## src/rtl/mesh_run_controller.sv

```systemverilog
// mesh_run_controller: launches a traffic run, times it against a budget, then streams every node's PMU registers out in node-major order
module mesh_run_controller #(
  parameter int NODES = 16,
  parameter int PMU_ADDR_W = 5,
  parameter int PMU_DATA_W = 64,
  parameter int PMU_REGS = 16,
  parameter int CNT_W = 32,
  localparam int NODE_W = (NODES > 1) ? $clog2(NODES) : 1
) (
  input  logic                        aclk,
  input  logic                        aresetn,
  input  logic                        run_i,
  input  logic [CNT_W-1:0]            timeout_i,
  output logic                        start_o,
  input  logic [NODES-1:0]            idle_i,
  output logic [PMU_ADDR_W-1:0]       pmu_addr_o,
  input  logic [NODES*PMU_DATA_W-1:0] pmu_data_i,
  output logic                        busy_o,
  output logic                        done_o,
  output logic                        timeout_o,
  output logic [CNT_W-1:0]            cycles_o,
  output logic                        rd_valid_o,
  input  logic                        rd_ready_i,
  output logic [PMU_DATA_W-1:0]       rd_data_o,
  output logic [NODE_W-1:0]           rd_node_o,
  output logic [PMU_ADDR_W-1:0]       rd_reg_o,
  output logic                        rd_last_o
);
  localparam logic [2:0] S_IDLE = 3'd0, S_START = 3'd1, S_SETTLE = 3'd2, S_RUN = 3'd3,
                         S_SCAN_ADDR = 3'd4, S_SCAN_OUT = 3'd5, S_DONE = 3'd6;
  localparam logic [NODE_W-1:0] LAST_NODE = NODE_W'(NODES - 1);
  localparam logic [PMU_ADDR_W-1:0] LAST_REG = PMU_ADDR_W'(PMU_REGS - 1);
  logic [2:0] state;
  logic [CNT_W-1:0] cnt, budget, cnt_inc;
  logic [NODE_W-1:0] node_idx, node_nxt;
  logic [PMU_ADDR_W-1:0] reg_idx, reg_nxt;
  logic all_idle, budget_hit, reg_wrap, last_beat;
  assign start_o = state == S_START;
  assign busy_o = state != S_IDLE;
  assign done_o = state == S_DONE;
  assign rd_valid_o = state == S_SCAN_OUT;
  assign cnt_inc = &cnt ? cnt : cnt + 1'b1;
  assign all_idle = &idle_i;
  assign budget_hit = budget != '0 && cnt_inc >= budget;
  assign reg_wrap = reg_idx == LAST_REG;
  assign reg_nxt = reg_wrap ? '0 : reg_idx + 1'b1;
  assign node_nxt = reg_wrap ? node_idx + 1'b1 : node_idx;
  assign last_beat = reg_wrap && node_idx == LAST_NODE;
  always_ff @(posedge aclk or negedge aresetn) begin
    if (!aresetn) begin
      state <= S_IDLE;
      cnt <= '0;
      budget <= '0;
      node_idx <= '0;
      reg_idx <= '0;
      pmu_addr_o <= '0;
      timeout_o <= 1'b0;
      cycles_o <= '0;
      rd_data_o <= '0;
      rd_node_o <= '0;
      rd_reg_o <= '0;
      rd_last_o <= 1'b0;
    end else begin
      case (state)
        S_IDLE: if (run_i) begin
          budget <= timeout_i;
          cnt <= '0;
          cycles_o <= '0;
          timeout_o <= 1'b0;
          state <= S_START;
        end
        S_START: begin
          cnt <= CNT_W'(1);
          state <= S_SETTLE;
        end
        S_SETTLE: begin
          cnt <= cnt_inc;
          state <= cnt == CNT_W'(2) ? S_RUN : S_SETTLE;
        end
        S_RUN: begin
          cnt <= cnt_inc;
          if (all_idle || budget_hit) begin
            cycles_o <= cnt_inc;
            timeout_o <= !all_idle;
            node_idx <= '0;
            reg_idx <= '0;
            pmu_addr_o <= '0;
            state <= S_SCAN_ADDR;
          end
        end
        S_SCAN_ADDR: begin
          rd_data_o <= pmu_data_i[int'(node_idx)*PMU_DATA_W +: PMU_DATA_W];
          rd_node_o <= node_idx;
          rd_reg_o <= reg_idx;
          rd_last_o <= last_beat;
          state <= S_SCAN_OUT;
        end
        S_SCAN_OUT: if (rd_ready_i) begin
          reg_idx <= reg_nxt;
          node_idx <= node_nxt;
          pmu_addr_o <= reg_nxt;
          state <= last_beat ? S_DONE : S_SCAN_ADDR;
        end
        default: state <= S_IDLE;
      endcase
    end
  end
endmodule

```

## config.mk

```make
export PLATFORM = sky130hd
export DESIGN_NAME = mesh_run_controller
export DESIGN_NICKNAME = d
export VERILOG_FILES = /design/src/rtl/mesh_run_controller.sv
export SDC_FILE = /design/constraint.sdc
export NUM_CORES = 1
export LEC_CHECK = 0
export ABC_AREA = 1
export CAP_MARGIN = 5
export CORE_AREA = 4 4 457 459
export DETAILED_ROUTE_END_ITERATION = 7
export DIE_AREA = 0 0 461 463
export HOLD_SLACK_MARGIN = 0.06
export PLACE_DENSITY = 0.3
export SKIP_LAST_GASP = 1
export SLEW_MARGIN = 5
export SYNTH_ARGS = -nofsm -noshare
export SYNTH_HDL_FRONTEND = slang
export SYNTH_SLANG_ARGS = --single-unit
```

## constraint.sdc

```tcl
create_clock -name aclk -period 3.05 [get_ports aclk]
set_clock_uncertainty 0.2 [all_clocks]
set_input_delay 0.61 -clock aclk [delete_from_list [all_inputs] [get_ports aclk]]
set_output_delay 0.61 -clock aclk [all_outputs]
set_load 0.005 [all_outputs]
```

# --- After elaboration in Yosys (flattened, before gate mapping) ---
# Index checks and enable logic that the tools add are counted.
totals:
  register_bits: 183
  inputBits: 1076
  output_inout_bits: 116
  word_cells: 70
classes:
  add_sub_neg: 3
  n_lt_le_gt_ge: 1
  eq_ne: 13
  n_shift: 1
  mux: 22
  reduce_logical: 19
op_table:
  columns: ["cell", "count"]
  rows:
  - ["1024-bit by 11-bit indexed part select with 64-bit output", 1]
  - ["32-bit two-way mux", 3]
  - ["32-bit one-hot mux with 3 select lines", 1]
  - ["32-bit one-hot mux with 2 select lines", 1]
  - ["32-bit by 1-bit adder with 32-bit output (second input constant)", 1]
  - ["32-bit by 2-bit equality test with 1-bit output (second input constant)", 1]
  - ["32-bit greater-or-equal comparator", 1]
  - ["32-bit AND reduction", 1]
  - ["32-bit nonzero test", 1]
  - ["3-bit one-hot mux with 6 select lines", 1]
  - ["16-bit AND reduction", 1]
  - ["5-bit two-way mux", 3]
  - ["4-bit two-way mux", 3]
  - ["5-bit one-hot mux with 2 select lines", 1]
  - ["3-bit equality test (second input constant)", 3]
  - ["3-bit two-way mux", 3]
  - ["3-bit AND reduction", 3]
  - ["4-bit one-hot mux with 2 select lines", 1]
  - ["3-bit by 2-bit equality test with 1-bit output (second input constant)", 2]
  - ["3-bit nonzero test", 2]
  - ["5-bit by 1-bit adder with 5-bit output (second input constant)", 1]
  - ["5-bit by 4-bit equality test with 1-bit output (second input constant)", 1]
  - ["4-bit by 1-bit adder with 4-bit output (second input constant)", 1]
  - ["4-bit equality test (second input constant)", 1]
  - ["other kinds (14)", 21]

# --- Logic depth before layout (Yosys ltp) ---
# Gate-level depths: netlist (run 1).
logic_depth:
  ltp_word: 7
  depth_mapped: 26
  mapped_depth_nobuf: 25

# --- Worst setup path before layout (run 1) ---
# No wires, ideal clock.
synth_path:
  path_type: "register to register"
  start: "register cnt[0]"
  end: "register state[2]"
  setup_time_ns: 0.120
  t_arrival_ns: 2.756
  required_ns: 2.730
  path_slack_ns: -0.026
  path_stages_with_launch: 23
  n_path_buf: 3
  synth_period_minus_slack_ns: 3.076
  cell_sequence: "dfrtp_1 -> ha_1 -> nand2_1 -> nor2_2 -> nand2_2 -> nor2_4 -> nand3_4 -> buf_6 -> nand2_1 -> ha_1 -> a21o_1 -> nor2_1 -> nand2_1 -> nor2_1 -> nand2_1 -> nand2_1 -> nand2_1 -> nand2_1 -> nand2_1 -> buf_2 -> buf_4 -> o211ai_1 -> inv_1"
synth_between:
  elab_chain_cells: 7
  word_cells_on_any_way: 8
  classes_between: "1 x add/sub; 1 x order compare; 1 x eq/ne; 1 x mux; 4 x reduce/logical"
synth_lines:
  columns: ["element", "line", "rtl"]
  rows:
  - ["from (decl)", "34", "logic [CNT_W-1:0] cnt, budget, cnt_inc;"]
  - ["from (signal assigned)", "77", "cnt <= cnt_inc;"]
  - ["from (signal assigned)", "81", "cnt <= cnt_inc;"]
  - ["32-bit by 1-bit adder with 32-bit output / 32-bit AND reduction (equally long branches)", "42", "assign cnt_inc = &cnt ? cnt : cnt + 1'b1;"]
  - ["32-bit two-way mux *", "42", null]
  - ["32-bit greater-or-equal comparator *", "44", "assign budget_hit = budget != '0 && cnt_inc >= budget;"]
  - ["1-bit logical AND *", "44", null]
  - ["1-bit logical OR *", "82", "if (all_idle || budget_hit) begin"]
  - ["2-bit != test (no line) *", null, null]
  - ["3-bit AND reduction (no line) *", null, null]
  - ["to (signal assigned)", "78", "state <= cnt == CNT_W'(2) ? S_RUN : S_SETTLE;"]
  - ["to (signal assigned)", "102", "state <= last_beat ? S_DONE : S_SCAN_ADDR;"]
  - ["to (decl)", "33", "logic [2:0] state;"]
# Mark *: on every way between the ends. The rest lies on a longest branch, timed or not.
# A chain may end at the register's enable or synchronous reset.

# --- Worst setup path after layout (run 1) ---
layout_path:
  start: "register cnt[11]"
  end: "register cycles_o[1]"
layout_between:
  elab_chain_cells: 7
  word_cells_on_any_way: 10
  classes_between: "1 x add/sub; 1 x order compare; 1 x eq/ne; 3 x mux; 4 x reduce/logical"
layout_lines:
  columns: ["element", "line", "rtl"]
  rows:
  - ["32-bit by 1-bit adder with 32-bit output / 32-bit AND reduction (equally long branches)", "42", null]
  - ["32-bit two-way mux *", "42", null]
  - ["32-bit greater-or-equal comparator", "44", null]
  - ["1-bit logical AND", "44", null]
  - ["1-bit logical OR", "82", null]
  - ["2-bit != test (no line)", null, null]
  - ["3-bit AND reduction (no line)", null, null]
  - ["to (signal assigned)", "83", "cycles_o <= cnt_inc;"]
  - ["to (decl)", "21", "output logic [CNT_W-1:0] cycles_o,"]
# Mark *: on every way between the ends. The rest lies on a longest branch, timed or not. The select of a mux whose other input is x is not followed.

==> metrics, run 1 <==
outcome finished, violations left; failing checks setup timing; grt total ovfl 0; Crit Reg-Reg Endpoint cycles_o[1]; Synth Register Bits 183; Post-DRT Antenna Nets 0; share of cells above drive strength 1 13.72%; worst-margin pin slew 0.9294 ns; largest net degree at the start of global routing 105; Max-Cap Viols 0; Clk pin slew, worst setup/hold paths 0.11 ns; Net Count, Synth 4055; sequential area share after synthesis 25.75%; CTS H-tree depth 4; Finished Layout Cells 6948; Max-Slew Margin vs Limit 37.38%; post-layout min period 3.416 ns; clock insertion delay at the later pin of the skew report 0.53 ns; post-synthesis cell type count 40; CP Data Required Time 3.26 ns; Post-Syn Area 17790 um^2; Tot Pwr 20.09 mW; clock sinks 183; Area Growth Syn to Fin 107.4%; CTS buffer count 17; XOR/XNOR share of the synthesized area 1.477%; placed cell count 6846; post-detail-place hpwl 186300 um; CTS root buf clkbuf_16; Most common cell on crit path nand2_4; Tcrit/Tclk final 112.0%; Highest Clock Rate 0.2928 GHz; final setup vio count 45; CTS tree yes; total number of vias 27760; hold path start rd_data_o[24]; CP delay by family, top simple AND/OR/NAND/NOR gates; VDD IR-drop max 0.4359 mV; final WL 218900 um; Leak 14.42 nW; number of DRC markers in iteration 0 1726; Synth Flop Type dfrtp_1; Arr. time, crit path 3.62 ns; Reg2Reg Launch Point cnt[11]; sink of the worst hold path rd_data_o[24]; worst hold stages 2; final worst slack -0.3659 ns; Die W 461 um; Max clock buf depth 2; syn_area_per_cell 6.043 um^2; initial core utilization 8.702%; DRT Pass-1 Iters 5; RSZ-0062 raised after global routing yes; Compound-Gate Fraction of Synth Area 32.07%; Post-synth EDFFs 0; Critical Path, Cell by Cell nand2_2 -> nor2_4 -> buf_6 -> nand2_4 -> nor3_4 -> nand4_1 -> xor2_2 -> nand2_4 -> ha_4 -> nand2_4 -> inv_2 -> nand4_1 -> nor2_1 -> nand2_1 -> nand2_2 -> nand2_4 -> nand2_4 -> buf_6 -> nand2_8 -> clkbuf_16 -> nand2_1 -> nand2_1; Buf+Inv Stages, Crit Path 4; Post-Synth Adder-Cell Area 2.533%; number of global-route vias before repair 28500; kind of end point of the critical path flop; Port Buf Inserts 1191; Min-Delay Path Class reg -> reg; first-pass GRT wire length 280600 um; startpoint types flop; Final nets 5327; via/cell ratio 3.995; Total Routing Usage GR 19.57%; Post-Synth Simple-Gate Area 28.96%; I/O pins 1192; largest family of logic cells by synthesized area compound AO/OA/AOI/OAI gates; top fanout value on the critical path 6; Die Ht 463 um; RD Place Congestion 0.8768; Placeable Area 204400 um^2; FFs w/ async S/R, synth 100.0%; Hold Vio Cnt, Final 0; Slew Limit Fails 0; Rows 166; Max stage delay cell, worst path dfrtp_1; critical path type reg -> reg; Die ar. 213400 um^2; setup slack, reg-to-reg -0.37 ns; synth warn 0; worst reg-to-reg path cell count 22; drt drc 0; multiplexer area fraction after synthesis 0.5065%; crit-path max cell delay 0.42 ns; DR WL/cell 31.51 um; antenna violations before repair 137; cell count after synthesis 2943; PD cells 544.7 nW/um^2
==> logic make-up after synthesis <==
group / after synthesis
flops: 183
simple gates: 1279
compound gates: 1042
buf+inv: 364
fa+ha+maj: 36
mux: 9
xor+xnor: 30
==> per-layer routing <==
layer | vias to the layer above | part of all wire [%] | track usage [%]
li1 | 12710 | - | -
met1 | 13600 | 40 | 22.89
met2 | 1148 | 49 | 34.32
met3 | 258 | 7.7 | 5.771
met4 | 42 | 2.8 | 5.719
met5 | - | 0.13 | 0
==> layout by cell type (no fill, tap or decap), types with 6 or more instances in the layout <==
cell type / n
clkdlybuf4s50_1: 1190
nor2_1: 678
o21ai_0: 643
nand2_1: 344
o22ai_1: 293
buf_4: 249
dfrtp_1: 175
inv_1: 90
nand2_2: 64
buf_12: 42
o21ai_1: 40
nand3_1: 36
nand4_1: 35
diode_2: 32
nand2_4: 29
ha_4: 21
clkbuf_16: 19
a21oi_1: 18
nor3_1: 17
buf_6: 17
inv_2: 16
xor2_1: 16
nand3_2: 16
nor2_4: 15
ha_1: 14
xor2_2: 12
o221ai_1: 12
nor3_4: 9
nor2_2: 9
mux2i_1: 9
o31ai_1: 9
nor3_2: 8
a21oi_2: 8
nor4_1: 7
o211ai_1: 6
==> Yosys cell counts (2+ instances only) <==
cell type  count  area (um^2)
o21ai_1       39        195.2
a21oi_2        3        26.28
buf_6          6        67.56
nand2_1      435         1633
xor2_1        30        262.8
o211ai_1       6        45.04
nor3_1        25        125.1
nand4_1       35        219.0
mux2i_1        9        90.09
clkbuf_1     149        559.3
nand3_1       55        275.3
nand2_2        3        18.77
nand3b_1       2        15.01
inv_1        101        379.1
o22ai_1      293         1833
o21bai_1       4        30.03
nor3_2         8        80.08
buf_1         11        41.29
nor4_1         9        56.30
o221ai_1      12        105.1
a21oi_1       23        115.1
o2111ai_1      2        17.52
nor3b_1        2        15.01
o31ai_1       10        75.07
inv_2         10        37.54
buf_4         11        82.58
ha_1          36        450.4
nor2_2         4        25.02
buf_2         75        375.4
a21o_1         2        15.01
dfrtp_1      183         4579
nor2_1       695         2609
o21ai_0      646         3233
nor2_4         3        33.78
==> worst max path at each step <==
stage                     startpoint     endpoint  slack (ns)  depth (start not counted)
after floorplan               cnt[0]     state[2]        0.01                         22
after global placement        cnt[1]   reg_idx[0]       -0.63                         23
after detailed placement      cnt[1]  node_idx[2]       -0.60                         23
after CTS                     cnt[1]     state[2]       -0.32                         27
after global routing         cnt[11]  node_idx[3]       -0.54                         22
final                        cnt[11]  cycles_o[1]       -0.37                         22
==> power breakdown <==
| group | total [mW] | internal [mW] | leakage [nW] | switching (mW) |
|---|---|---|---|---|
| combinational | 13.9 | 5.42 | 11.8 | 8.46 |
| clock | 2.64 | 1.28 | 0.296 | 1.36 |
| sequential | 3.57 | 3.14 | 2.37 | 0.433 |
==> worst reg2reg max path: cells and delay by family, from the launching register on <==
family	cells	cell delay, ns
xor+xnor	1	0.27
buf+inv	4	0.48
fa+ha+maj	1	0.29
flops	1	0.42
simple gates	16	1.62
==> flip-flops by register name, indices dropped and copies added, names as in the netlist <==
signal and count:
rd_node_o 4, rd_last_o 1, cycles_o 32, state 3, node_idx 4, budget 32
reg_idx 5, rd_reg_o 5, timeout_o 1, rd_data_o 64, cnt 32
==> through the flow <==
step | utilization [%] | instance area, um^2 | setup WS (ns) | setup TNS, ns | hold WS, ns
after CTS | 17.71 | 36190 | -0.3215 | -12.85 | 0.2834
after global routing | 18.04 | 36870 | -0.5437 | -23.02 | 0.3121
final | 18.05 | 36890 | -0.3659 | -14.99 | 0.2889
after detailed placement | 16.90 | 34530 | -0.5957 | -21.21 | 0.2615
after global placement | 16.90 | 34530 | -0.6350 | -22.44 | 0.2629
after floorplan | - | 17790 | 0.01259 | 0 | 0.1144
==> final cells by class <==
cell class / count / area, um^2
multi-input combinational: 2396 / 12810
sequential: 183 / 4599
clock buffer: 20 / 456.7
antenna: 32 / 80.08
clock inverter: 12 / 165.2
inverter: 111 / 444.2
tap: 2688 / 3363
fill: 23480 / 167500
timing repair buffer: 1506 / 14970
==> timing repair <==
| action | 4_1_cts | 5_1_grt |
|---|---|---|
| hold buffers | 1 | 0 |
| setup buffers | 23 | 12 |
| gates cloned | 4 | 2 |
| resized for setup | 160 | 130 |
| endpoints found under the hold margin | 111 | 0 |
| setup endpoints to repair | 46 | 48 |
| pin swaps | 29 | 69 |
Note: power is estimated with default switching activity, not from simulation.
==> run 2: changes to the inputs <==
--- a/config.mk
+++ b/config.mk
@@ -6,14 +6,13 @@
 export NUM_CORES = 1
 export LEC_CHECK = 0
 export ABC_AREA = 1
-export CAP_MARGIN = 5
 export CORE_AREA = 4 4 457 459
 export DETAILED_ROUTE_END_ITERATION = 7
 export DIE_AREA = 0 0 461 463
 export HOLD_SLACK_MARGIN = 0.06
 export PLACE_DENSITY = 0.3
 export SKIP_LAST_GASP = 1
-export SLEW_MARGIN = 5
+export SLEW_MARGIN = 20
 export SYNTH_ARGS = -nofsm -noshare
 export SYNTH_HDL_FRONTEND = slang
 export SYNTH_SLANG_ARGS = --single-unit
==> results of run 2 <==
No change in the layout: final DEF, timing and power equal those of run 1.
